**config.mk**
```make
export PLATFORM = sky130hd
export DESIGN_NAME = led7_scan
export DESIGN_NICKNAME = d
export VERILOG_FILES = /design/src/rtl/led7_scan.sv
export SDC_FILE = /design/constraint.sdc
export NUM_CORES = 1
export LEC_CHECK = 0
export ABC_AREA = 1
export CORE_MARGIN = 2
export CORE_UTILIZATION = 30
export DETAILED_ROUTE_END_ITERATION = 12
export HOLD_SLACK_MARGIN = 0.05
export PLACE_DENSITY_LB_ADDON = 0.15
export SETUP_SLACK_MARGIN = 0.2
export SYNTH_ARGS = -nofsm -noshare
export SYNTH_HDL_FRONTEND = slang
export SYNTH_SLANG_ARGS = --single-unit
```
**constraint.sdc**
```tcl
create_clock -name clk -period 4.8 [get_ports clk]
set_clock_uncertainty 0.1 [all_clocks]
set_input_delay 0.72 -clock clk [delete_from_list [all_inputs] [get_ports clk]]
set_output_delay 0.72 -clock clk [all_outputs]
set_load 0.005 [all_outputs]
```
**src/rtl/led7_scan.sv**
```systemverilog
// led7_scan: time-multiplexed driver for a DIGITS-digit common-anode
// 7-segment display. A packed digit word and per-digit decimal points are
// latched on a load strobe. Digits are then scanned one slot at a time, and
// each slot begins with a short all-dark phase to suppress ghosting.
//
// Build option: define LED7_HEX_EN to show codes 10..15 as the hex glyphs
// A,b,C,d,E,F. When it is undefined, these codes blank the segments, but the
// anode and decimal point are still driven.
//
// Output polarity: all outputs are active-low (0 = lit / digit on).

module led7_scan #(
    parameter int DIGITS       = 4,
    parameter int REFRESH_DIV  = 50000,
    parameter int BLANK_CYCLES = 500
) (
    input  logic                  clk,
    input  logic                  rst_n,
    input  logic [4*DIGITS-1:0]   sw,
    input  logic [DIGITS-1:0]     dp,
    input  logic                  load,
    output logic [6:0]            Do,
    output logic                  dp_o,
    output logic [DIGITS-1:0]     an
);

    localparam int CW = (REFRESH_DIV > 1) ? $clog2(REFRESH_DIV) : 1;
    localparam int IW = (DIGITS > 1) ? $clog2(DIGITS) : 1;

    localparam logic [CW-1:0] CNT_LAST  = CW'(REFRESH_DIV - 1);
    localparam logic [CW-1:0] CNT_BLANK = CW'(BLANK_CYCLES);
    localparam logic [IW-1:0] IDX_LAST  = IW'(DIGITS - 1);

    localparam logic [6:0] SEG_OFF = 7'b1111111;

    // Segment pattern {a,b,c,d,e,f,g}, active-low.
    function automatic logic [6:0] decode(input logic [3:0] code);
        logic [6:0] seg;
        case (code)
            4'd0:    seg = 7'b0000001;
            4'd1:    seg = 7'b1001111;
            4'd2:    seg = 7'b0010010;
            4'd3:    seg = 7'b0000110;
            4'd4:    seg = 7'b1001100;
            4'd5:    seg = 7'b0100100;
            4'd6:    seg = 7'b0100000;
            4'd7:    seg = 7'b0001111;
            4'd8:    seg = 7'b0000000;
            4'd9:    seg = 7'b0000100;
`ifdef LED7_HEX_EN
            4'd10:   seg = 7'b0001000;
            4'd11:   seg = 7'b1100000;
            4'd12:   seg = 7'b0110001;
            4'd13:   seg = 7'b1000010;
            4'd14:   seg = 7'b0110000;
            4'd15:   seg = 7'b0111000;
`endif
            default: seg = SEG_OFF;
        endcase
        return seg;
    endfunction

    // Shadow copy of the display word and decimal points.
    logic [4*DIGITS-1:0] val;
    logic [DIGITS-1:0]   dpv;

    // Scan position: cycle within slot and the active digit.
    logic [CW-1:0] cnt;
    logic [IW-1:0] idx;

    // Next-output values computed from the current scan position.
    logic [6:0]        seg_p0;
    logic              dpo_p0;
    logic [DIGITS-1:0] an_p0;
    logic [3:0]        code_p0;

    // Capture sw/dp on the load strobe. The scan position is not affected.
    always_ff @(posedge clk or negedge rst_n) begin
        if (!rst_n) begin
            val <= '0;
            dpv <= '0;
        end else if (load) begin
            val <= sw;
            dpv <= dp;
        end
    end

    // Slot counter. At the end of each slot, step to the next digit.
    always_ff @(posedge clk or negedge rst_n) begin
        if (!rst_n) begin
            cnt <= '0;
            idx <= '0;
        end else if (cnt == CNT_LAST) begin
            cnt <= '0;
            if (idx == IDX_LAST)
                idx <= '0;
            else
                idx <= idx + IW'(1);
        end else begin
            cnt <= cnt + CW'(1);
        end
    end

    // Stage p0: choose this cycle's glyph, anode and decimal point.
    always_comb begin
        code_p0 = val[4*idx +: 4];
        seg_p0  = SEG_OFF;
        dpo_p0  = 1'b1;
        an_p0   = '1;
        if (cnt >= CNT_BLANK) begin
            seg_p0 = decode(code_p0);
            dpo_p0 = ~dpv[idx];
            an_p0  = ~(DIGITS'(1) << idx);
        end
    end

    // Stage p1: register the outputs so that no input reaches a pin combinationally.
    always_ff @(posedge clk or negedge rst_n) begin
        if (!rst_n) begin
            Do   <= SEG_OFF;
            dp_o <= 1'b1;
            an   <= '1;
        end else begin
            Do   <= seg_p0;
            dp_o <= dpo_p0;
            an   <= an_p0;
        end
    end

endmodule

```
==> results_dict.tcl <==
set metrics [dict create \
    status "finished clean" \
    path_buf_inv 1 \
    slew_viol_final 0 \
    async_reset_ff_share_pct 100 \
    cp-end-kind "output pin" \
    cp.arrival_ns 1.33 \
    drc 0 \
    synth_seq_cells 50 \
    swShare_pct 24.0 \
    synthCells 278 \
    synth_edf_count 0 \
    grt_pass1_wl_um 8630 \
    hold_path.class "flip-flop to flip-flop" \
    combPwrFrac_pct 10.6 \
    maxCapViolCount 0 \
    worst-setup-path-type "flip-flop to output pin" \
    die_y_um 96.0 \
    leakage_nw 1.38 \
    seq_area_frac_synth_pct 49.8 \
    start_util_pct 30.9 \
    clockBufferDepth 2 \
    seqCellArea_sq_mm 0.00127 \
    drive_above_1_share_pct 16.8 \
    synth_area_sq_mm 0.00254 \
    firstDrtPassIters 4 \
    power.density_mw_per_mm2 249 \
    cp_cell_sequence "clkdlybuf4s50_1" \
    internal-power_mw 0.580 \
    fin_crit_sh_pct 44.8 \
    finalPower_mw 0.763 \
    utilization_pct 37.3 \
    hold_buffers 0 \
    cts_tree "done" \
    coreArea_sq_mm 0.00822 \
    die_w_um 96.0 \
    routedWlPerCell_um 11.7 \
    layout_common_cells "nand2_1, dfrtp_1, clkdlybuf4s50_1" \
    cts_sinks 50 \
    ys_types 25 \
    multiInputGateArea_sq_mm 0.00112 \
    cts_root_buffer "clkbuf_8" \
    first_iter_violations 63 \
    grt_use_total_pct 12.2 \
    synth_top_family_by_area "simple AND/OR/NAND/NOR gates" \
    io-pin-count 35 \
    drtAntennaViolNets 0 \
    final_common_cell "nand2_1" \
    wl_um 4920 \
    p_switching_mw 0.183 \
    synth_warnings 0 \
    fillers 837 \
    setup_tns_ns 0 \
    tightest_slew_ns 0.917 \
    setup_viol 0 \
    p_seq_share_pct 58.4 \
    maxSlewHeadroom_pct 38.6 \
    cp_slowest_stage_delay_ns 0.53 \
    dpl.hpwl_um 3600 \
    synth_mux_area_share_pct 7.98 \
    place_congestion 0.810 \
    vias 1811 \
    cts_max_level 2 \
    via_per_inst 4.30 \
    synth-simple-area-share_pct 24.1 \
    antenna_found_initial 0 \
    diodes 0 \
    num_rows 33 \
    final-hold-violation-count 0 \
    area_growth_pct 20.5 \
    grt_max_degree 51 \
    synthesis.nets 313 \
    vdd_drop_max_v 0.000131 \
    rsz0062_at_grt "false" \
    cts_buffers 5 \
    post-cts-setup-buffer-count 0 \
    syn_avg_cell_area_sq_um 9.14 \
    synth-compound-area-share_pct 3.20 \
    die_area_sq_mm 0.00922 \
    fin_nets 350 \
    fin_crit_ns 2.15 \
    crit_family "flip-flops" \
    fmax_ghz 0.465 \
    p_clk_share_pct 31.0 \
    grt_pass1_vias 1809 \
    synth_xor_area_share_pct 3.10 \
    startpoint_type "flip-flop" \
    grt.overflow.total 0 \
    synthFlopType "dfrtp_1" \
    io_buffer_count 34 \
    cp.required_ns 3.98 \
    cts_resized 0 \
    crit_fanout 1 \
    clock_latency_ns 0.30 \
    clk_pin_slew_worst_paths_ns 0.08 \
    synthAdderAreaFrac_pct 5.91 \
    cp_slowest_cell "dfstp_2" \
]
## cells in the mapped netlist, types with 2 or more instances
library cell  number  area share, %
nor2_2             2           0.49
nand2_4            2           0.89
dfstp_2           12             12
mux2_2            18            8.0
o21ai_0            8            1.6
nand2_1           71             10
nand3b_1           2           0.59
inv_1             27            4.0
a21oi_1            5           0.98
dfrtp_1           38             37
buf_2              3           0.59
nand2_2            3           0.74
ha_1              12            5.9
inv_2              4           0.59
xor2_1             9            3.1
nand3_1           23            4.5
nor2_1            31            4.6
## cell families after synthesis
| group | after synthesis |
|---|---|
| fa+ha+maj | 12 |
| xor+xnor | 9 |
| flops | 50 |
| mux | 18 |
| buf+inv | 36 |
| compound gates | 14 |
| simple gates | 139 |
## path summary, 6_finish.rpt
| check | start | to | slack (ns) | depth (start not counted) |
|---|---|---|---|---|
| min in group asynchronous | rst_n | cnt[12] | 0.42 | 2 |
| worst min-delay path | dpv[3] | dpv[3] | 0.41 | 1 |
| worst max register to register | idx[0] | Do[0] | 2.66 | 9 |
| worst max-delay path | dp_o | dp_o | 2.65 | 1 |
| worst min register to register | dpv[3] | dpv[3] | 0.41 | 1 |
| max in group asynchronous | rst_n | idx[0] | 3.76 | 2 |
## metal layers
metal  global-route usage (%)  wire length (um)  vias up
met5                        0                 0        -
met4                     3.57                60        0
met3                     3.52               239        5
met2                     18.3              2090       41
met1                     17.1              2530      824
li1                         -                 -      941
## registers in the layout (all words and copies together) (netlist names)
register and flops:
dpv 4, val 16, idx 2, Do 7, dp_o 1, cnt 16
an 4
## power by group through the flow
| stage | logic, mW | clock network [mW] | registers, mW |
|---|---|---|---|
| 3_5_place_dp | 0.0827 | 0 | 0.454 |
| 2_1_floorplan | 0.0476 | 0 | 0.452 |
| 3_3_place_gp | 0.0813 | 0 | 0.454 |
| 5_1_grt | 0.0929 | 0.270 | 0.449 |
| 4_1_cts | 0.0828 | 0.251 | 0.446 |
| 6_report | 0.0808 | 0.236 | 0.446 |
## cell type report
cell class,instances,area share [%]
flip-flops and latches,50,41.3
multi-input cells,192,36.7
repair buffers,35,11.2
well taps,105,4.29
inverters,31,3.80
clock buffers,6,2.37
clock inverters,2,0.286
## through the flow
stage / hold WS (ns) / area [sq um] / worst slack (ns) / cells
2_1_floorplan: 0.324 / 2540 / 3.20 / 278
3_3_place_gp: 0.391 / 2980 / 2.36 / 413
3_5_place_dp: 0.396 / 2980 / 2.34 / 413
4_1_cts: 0.418 / 3060 / 2.62 / 421
5_1_grt: 0.431 / 3060 / 2.38 / 421
6_report: 0.412 / 3060 / 2.65 / 421
(Power assumes the default switching activity.)
